==> src/rtl/stream_xform.sv <==
// Streaming byte transformer with register bus: per-frame mode selection, mask and optional traffic counters.
// Optional counters are enabled by defining STREAM_XFORM_CNT_EN.
module stream_xform #(
  parameter int unsigned DW       = 8,
  parameter int unsigned RST_MODE = 0
) (
  input  logic          clk,
  input  logic          rst_n,
  input  logic          bus_cmd_valid,
  input  logic          bus_op,
  input  logic [15:0]   bus_addr,
  input  logic [15:0]   bus_wr_data,
  output logic [15:0]   bus_rd_data,
  input  logic [DW-1:0] rxd,
  input  logic          rx_dv,
  output logic [DW-1:0] txd,
  output logic          tx_en
);

  localparam int unsigned BW = 16;
  localparam logic [BW-1:0] ADDR_CTRL   = 16'h0009;
  localparam logic [BW-1:0] ADDR_MASK   = 16'h000A;
  localparam logic [BW-1:0] ADDR_STATUS = 16'h000B;
`ifdef STREAM_XFORM_CNT_EN
  localparam logic [BW-1:0] ADDR_BYTE_LO = 16'h000C;
  localparam logic [BW-1:0] ADDR_BYTE_HI = 16'h000D;
  localparam logic [BW-1:0] ADDR_FRAME   = 16'h000E;
`endif

  logic          wr_en;
  logic          rd_en;
  logic [1:0]    ctrl_mode;
  logic [1:0]    active_mode;
  logic [DW-1:0] mask;
  logic          in_frame;
  logic [DW-1:0] xform;
  logic [BW-1:0] rd_val;
  logic          unused_wr;

  assign wr_en     = bus_cmd_valid & bus_op;
  assign rd_en     = bus_cmd_valid & ~bus_op;
  assign unused_wr = ^bus_wr_data;

  // Control registers; active_mode only follows the shadow between frames
  always_ff @(posedge clk) begin
    if (!rst_n) begin
      ctrl_mode   <= 2'(RST_MODE);
      active_mode <= 2'(RST_MODE);
      mask        <= '0;
      in_frame    <= 1'b0;
    end else begin
      if (!rx_dv) active_mode <= ctrl_mode;
      if (wr_en && bus_addr == ADDR_CTRL) ctrl_mode <= bus_wr_data[1:0];
      if (wr_en && bus_addr == ADDR_MASK) mask <= bus_wr_data[DW-1:0];
      in_frame <= rx_dv;
    end
  end

  always_comb begin
    xform = rxd;
    case (active_mode)
      2'd0:    xform = rxd;
      2'd1:    xform = ~rxd;
      2'd2:    xform = rxd ^ mask;
      default: xform = DW'(rxd + mask);
    endcase
  end

  always_ff @(posedge clk) begin
    if (!rst_n) begin
      txd   <= '0;
      tx_en <= 1'b0;
    end else begin
      txd   <= rx_dv ? xform : '0;
      tx_en <= rx_dv;
    end
  end

`ifdef STREAM_XFORM_CNT_EN
  logic [31:0] byte_cnt;
  logic [15:0] frame_cnt;
  logic [15:0] byte_snap;

  // Clearing via BYTE_LO write wins over a same-edge increment
  always_ff @(posedge clk) begin
    if (!rst_n) begin
      byte_cnt  <= '0;
      frame_cnt <= '0;
      byte_snap <= '0;
    end else begin
      if (wr_en && bus_addr == ADDR_BYTE_LO) begin
        byte_cnt  <= '0;
        frame_cnt <= '0;
      end else begin
        if (rx_dv) byte_cnt <= byte_cnt + 32'd1;
        if (rx_dv && !in_frame) frame_cnt <= frame_cnt + 16'd1;
      end
      if (rd_en && bus_addr == ADDR_BYTE_LO) byte_snap <= byte_cnt[31:16];
    end
  end
`endif

  always_comb begin
    rd_val = '0;
    case (bus_addr)
      ADDR_CTRL:    rd_val = BW'(ctrl_mode);
      ADDR_MASK:    rd_val = BW'(mask);
      ADDR_STATUS:  rd_val = BW'({in_frame, active_mode});
`ifdef STREAM_XFORM_CNT_EN
      ADDR_BYTE_LO: rd_val = byte_cnt[15:0];
      ADDR_BYTE_HI: rd_val = byte_snap;
      ADDR_FRAME:   rd_val = frame_cnt;
`endif
      default:      rd_val = '0;
    endcase
  end

  always_ff @(posedge clk) begin
    if (!rst_n)     bus_rd_data <= '0;
    else if (rd_en) bus_rd_data <= rd_val;
  end

endmodule

==> config.mk <==
export PLATFORM = sky130hd
export DESIGN_NAME = stream_xform
export DESIGN_NICKNAME = d
export VERILOG_FILES = /design/src/rtl/stream_xform.sv
export SDC_FILE = /design/constraint.sdc
export NUM_CORES = 1
export LEC_CHECK = 0
export ABC_AREA = 1
export BUFFER_PORTS_ARGS = -buffer_cell sky130_fd_sc_hd__buf_2
export CAP_MARGIN = 15
export CORE_UTILIZATION = 45
export CTS_CLUSTER_SIZE = 8
export DETAILED_ROUTE_END_ITERATION = 8
export GPL_TIMING_DRIVEN = 0
export PLACE_DENSITY = 0.76
export SYNTH_ARGS = -nofsm -noshare
export SYNTH_HDL_FRONTEND = slang
export SYNTH_SLANG_ARGS = --single-unit
==> constraint.sdc <==
create_clock -name clk -period 1.8 [get_ports clk]
set_clock_uncertainty 0.1 [all_clocks]
set_input_delay 0.18 -clock clk [delete_from_list [all_inputs] [get_ports clk]]
set_output_delay 0.18 -clock clk [all_outputs]
set_load 0.03 [all_outputs]
==> Word-level counts from Yosys, hierarchy flattened <==
Cells that the tools add are included.
W data, S select, Z words.
{ "word_totals": {"mem_bits_rw": 0, "register_bits": 37, "romBits": 0, "inputBits": 45, "latchBits": 0, "word_cells": 23, "n_memories": 0} }
{ "op_classes": {"n_reduce_logical": 4, "add_sub_neg": 1, "mux": 2, "n_shift": 0, "div_mod_pow": 0, "magnitude_cmp": 0, "n_bitwise": 5, "n_mul": 0, "eq_ne": 5} }
{ "ops": {"columns": ["operator", "n"], "rows": [
  ["$eq A16 B4 Y1 const B", 3],
  ["$pmux W8 S3", 2],
  ["$add A8 B8 Y8", 1],
  ["$not A8 Y8", 1],
  ["$xor A8 B8 Y8", 1],
  ["$and A1 B1 Y1", 2],
  ["$eq A2 B1 Y1 const B", 1],
  ["$eq A2 B2 Y1 const B", 1],
  ["$logic_and A1 B1 Y1", 2],
  ["$logic_not A2 Y1", 1],
  ["$reduce_and A2 Y1", 1],
  ["$not A1 Y1", 1]
]} }

==> Depth between registers and ports, before layout <==
{ "depth": {"ltp_word": 2, "depth_mapped": 11, "ltp_nobuf": 11} }

==> Least setup slack after synthesis <==
No wires, ideal clock.
{ "synth_timing": {"path_kind": "register to register", "start": "register mask[0]", "end": "register txd[6]", "arrival_ns": 1.357, "path_stages_with_launch": 12, "slack_ns": 0.218, "setup_time_ns": 0.124, "path_buffers": 0, "cell_sequence": "dfxtp_1 -> ha_1 -> inv_1 -> fa_1 -> inv_1 -> nand3_1 -> nand2_1 -> nand2_1 -> nand2_1 -> nand2_1 -> nand3_1 -> a21oi_1"} }
{ "synth_via": {"elab_chain_len": 2} }
{ "synth_rtl": {"columns": ["item", "line", "source"], "rows": [
  ["start: declaration", "34", "logic [DW-1:0] mask;"],
  ["start signal: assignment", "54", "if (wr_en && bus_addr == ADDR_MASK) mask <= bus_wr_data[DW-1:0];"],
  ["$add A8 B8 Y8", "65", "default: xform = DW'(rxd + mask);"],
  ["$pmux W8 S3", "61", "case (active_mode)"],
  ["end signal: assignment", "74", "txd <= rx_dv ? xform : '0;"],
  ["end: declaration", "16", "output logic [DW-1:0] txd,"]
]} }
No other way between the ends.
A chain may end at the register's enable or synchronous reset.

==> Worst setup path in the final report <==
Same ends and word-level chain as after synthesis.

==> metrics.txt <==
# TYPE chip_impl_metric gauge
chip_impl_metric{name="finalMaxSlewViolations",unit=""} 0
chip_impl_info{name="root_buffer_cell",value="clkbuf_4"} 1
chip_impl_info{name="status",value="complete, no violations"} 1
chip_impl_metric{name="fmaxAchievable",unit="MHz"} 601
chip_impl_metric{name="synth_xor_area_share",unit="%"} 1.06
chip_impl_metric{name="ant_nets",unit=""} 0
chip_impl_metric{name="max_slew.worst_pin.slew",unit="ns"} 0.522
chip_impl_metric{name="grtUsageTotal",unit="%"} 21.4
chip_impl_metric{name="drt_iter0_drc",unit=""} 107
chip_impl_metric{name="initial_core_util",unit="%"} 48.3
chip_impl_metric{name="hpwl_detailed",unit="mm"} 2.88
chip_impl_info{name="synth_ff_type",value="dfxtp_1"} 1
chip_impl_metric{name="dpl-instance-area",unit="sq mm"} 0.00200
chip_impl_metric{name="grt_use_met3",unit="%"} 5.84
chip_impl_info{name="cp-start-kind",value="register"} 1
chip_impl_metric{name="fillCellCount",unit=""} 329
chip_impl_info{name="hp-class",value="primary input to register"} 1
chip_impl_metric{name="die_w",unit="um"} 62.6
chip_impl_metric{name="p_clk_share",unit="%"} 43.4
chip_impl_metric{name="fraction_of_the_mapped_netlist_area_in_compound_gates",unit="%"} 16.7
chip_impl_metric{name="yosys_register_bits",unit=""} 29
chip_impl_metric{name="cap_violations",unit=""} 0
chip_impl_metric{name="power.net_switching",unit="mW"} 0.393
chip_impl_metric{name="fin_nets",unit=""} 370
chip_impl_metric{name="syn_avg_cell_area",unit="sq um"} 6.88
chip_impl_metric{name="timing.final.hold_violations",unit=""} 0
chip_impl_metric{name="met1_track_utilization_from_global_routing",unit="%"} 25.5
chip_impl_metric{name="finalWeightedCongestion",unit=""} 0.816
chip_impl_metric{name="static-leakage-power",unit="nW"} 1.11
chip_impl_metric{name="postLayoutCoreUtil",unit="%"} 65.0
chip_impl_metric{name="grt_max_degree",unit=""} 11
chip_impl_metric{name="die_h",unit="um"} 62.6
chip_impl_metric{name="grt_overflow",unit=""} 0
chip_impl_metric{name="cell_internal_pwr",unit="mW"} 1.18
chip_impl_metric{name="power.total",unit="mW"} 1.57
chip_impl_metric{name="vias_per_cell",unit=""} 4.90
chip_impl_metric{name="numCtsBuffers",unit=""} 5
chip_impl_metric{name="route.vias.total",unit=""} 1784
chip_impl_metric{name="initial_antenna_violation_count",unit=""} 0
chip_impl_info{name="setup.worst_path.class",value="register to register"} 1
chip_impl_info{name="tritoncts",value="done"} 1
chip_impl_metric{name="antenna-diode-count",unit=""} 0
chip_impl_info{name="critical_path.endpoint_type",value="register"} 1
chip_impl_metric{name="core-area",unit="sq mm"} 0.00342
chip_impl_metric{name="cts_num_sinks",unit=""} 29
chip_impl_metric{name="synthSimpleGateAreaFrac",unit="%"} 29.3
chip_impl_metric{name="route.detailed.wl_per_inst",unit="um"} 10.5
chip_impl_metric{name="reg2reg_setup_slack",unit="ns"} 0.14
chip_impl_info{name="grt_setup_unrepaired",value="false"} 1
chip_impl_metric{name="critPathArrivalTime",unit="ns"} 1.83
chip_impl_metric{name="design_area",unit="sq mm"} 0.00222
chip_impl_metric{name="syn_inst",unit=""} 240
chip_impl_metric{name="fp-row-count",unit=""} 21
chip_impl_metric{name="placed_cells_incl_taps",unit=""} 346
chip_impl_metric{name="synth.mux.area_fraction",unit="%"} 0
chip_impl_metric{name="pwr-share-comb",unit="%"} 14.7
chip_impl_metric{name="timing.setup.tns",unit="ns"} 0
chip_impl_metric{name="drc",unit=""} 0
chip_impl_metric{name="yosys_warnings",unit=""} 0
chip_impl_metric{name="synthDistinctLibCells",unit=""} 28
chip_impl_metric{name="drt-pass1-iter-count",unit=""} 4
chip_impl_metric{name="crit_path_max_fanout",unit=""} 3
chip_impl_metric{name="grt_first_pass_wirelength",unit="mm"} 6.71
chip_impl_metric{name="die_area",unit="sq mm"} 0.00391
chip_impl_metric{name="synth_fa_ha_area_share",unit="%"} 6.52
chip_impl_metric{name="worst_setup_hold_path_clk_slew",unit="ns"} 0.10
chip_impl_metric{name="proportion_of_register_bits_with_asynchronous_set_or_reset_after_synthesis",unit="%"} 0
chip_impl_metric{name="critical_path_required",unit="ns"} 1.97
chip_impl_metric{name="p_seq_share",unit="%"} 41.9
chip_impl_metric{name="vdd_drop_max",unit="V"} 0.000457
chip_impl_metric{name="layout_min_cycle_time",unit="ns"} 1.66
chip_impl_metric{name="timing.final.setup_violations",unit=""} 0
chip_impl_metric{name="design.portCount",unit=""} 70
chip_impl_metric{name="final_instance_count_excl_fillers",unit=""} 364
chip_impl_metric{name="netSwitchingFraction",unit="%"} 25.1
chip_impl_metric{name="synth_edf_count",unit=""} 0
chip_impl_metric{name="use_met2",unit="%"} 36.4
chip_impl_metric{name="drt_wl_total",unit="mm"} 3.84
chip_impl_metric{name="synth_seq_area_share",unit="%"} 35.2
chip_impl_metric{name="clockBufferDepth",unit=""} 2
chip_impl_metric{name="clock_latency",unit="ns"} 0.34
chip_impl_info{name="synth_top_family_by_area",value="simple AND/OR/NAND/NOR gates"} 1
chip_impl_metric{name="grt_pass1_vias",unit=""} 1594
chip_impl_metric{name="power_density",unit="mW/mm^2"} 706
chip_impl_metric{name="placement.io_buffers",unit=""} 53
chip_impl_metric{name="slew_headroom",unit="%"} 65.0
chip_impl_metric{name="post_route_cells_drive_above_1_share",unit="%"} 27.7
chip_impl_metric{name="area_growth",unit="%"} 34.6
chip_impl_info{name="grt-busiest-layer",value="met2"} 1
chip_impl_metric{name="htreeDepth",unit=""} 2
chip_impl_metric{name="synthesis.area",unit="sq mm"} 0.00165
chip_impl_metric{name="final.period_utilization",unit="%"} 92.4
## registers in the layout (all words and copies together), names as in the netlist
name         cells
active_mode      2
ctrl_mode        2
txd              8
bus_rd_data      8
mask             8
tx_en            1
## critical path, cell delays in order (launching register included)
cell and delay, ns:
dfxtp_2 0.35, ha_2 0.17, inv_1 0.05, fa_2 0.34, inv_2 0.07, nand3_1 0.08
nand2_2 0.08, nand2_1 0.06, nand3_1 0.08, nand3_2 0.08, a21oi_2 0.12
## layout by cell type (no fill, tap or decap), types with 5 or more instances in the layout
cell / count
clkbuf_4: 5
inv_1: 26
buf_4: 9
ha_1: 6
nand2_1: 59
nand3_1: 25
o22ai_1: 5
dlygate4sd3_1: 9
o21ai_0: 7
a21oi_1: 35
dfxtp_1: 28
buf_2: 54
nor2_1: 13
conb_1: 8
## through the flow
step	hold WS, ns	worst slack (ns)
3_5_place_dp	0.317	0.0164
5_1_grt	0.00415	0.00384
6_report	0.0132	0.136
4_1_cts	0.00476	0.0381
2_1_floorplan	0.169	0.218
3_3_place_gp	0.305	0.0658
## path summary, 6_finish.rpt
path | start | to | depth (start not counted)
setup reg to reg | mask[0]$_SDFFE_PN0P_ | txd[6]$_SDFF_PN0_ | 10
hold / removal | rst_n | active_mode[0]$_SDFFE_PN0N_ | 3
setup / recovery | mask[0]$_SDFFE_PN0P_ | txd[6]$_SDFF_PN0_ | 10
hold reg to reg | bus_rd_data[7]$_SDFFE_PN0P_ | bus_rd_data[7]$_SDFFE_PN0P_ | 2
## cell usage after synthesis (all sizes together), types with 2 or more instances
library cell	n	area (sq um)
a21oi	38	194
nor2	18	98.9
dfxtp	29	581
ha	7	87.6
nand4	2	12.5
o21ai	7	35.0
nand2	61	236
nand3	26	130
clkinv	2	8.75
o22ai	5	31.3
buf	9	65.1
inv	28	105
## cell type report
cell class              instances  area [sq um]  share of cell area (%)
multi-input cells             178           933                    42.0
clock buffers                   5          37.5                    1.69
well taps                      46          57.6                    2.59
clock inverters                 3          65.1                    2.93
inverters                      30           114                    5.13
plain buffers                  10          68.8                    3.10
repair buffers                 63           363                    16.3
flip-flops and latches         29           582                    26.2
## cell families after synthesis
family / count (synthesis)
flip-flops: 29
XOR/XNOR: 2
AO/OA/AOI/OAI: 52
adder cells (fa/ha/maj): 8
other: 1
buffers and inverters: 40
AND/OR/NAND/NOR: 108
## power by group through the flow
stage / combinational, mW / clock [mW] / sequential (mW)
after floorplan: 0.113 / 0 / 0.694
after detailed placement: 0.211 / 0 / 0.672
after global routing: 0.254 / 0.717 / 0.660
final: 0.230 / 0.681 / 0.657
after CTS: 0.226 / 0.683 / 0.658
after global placement: 0.208 / 0 / 0.672
## per-layer routing
| metal | part of all wire [%] | routed length (um) | up-vias |
|---|---|---|---|
| met5 | 0 | 0 | - |
| met4 | 1.4 | 55 | 0 |
| met3 | 6.3 | 243 | 7 |
| met2 | 47 | 1820 | 67 |
| met1 | 45 | 1720 | 781 |
| li1 | - | - | 929 |
## repair_timing
action,in CTS,in global routing
pin swaps,0,2
hold buffers,9,0
gates resized for setup,1,7
buffers inserted,0,1
endpoints found under the hold margin,10,0
endpoints found under the setup margin,1,2
(Power assumes the default switching activity.)
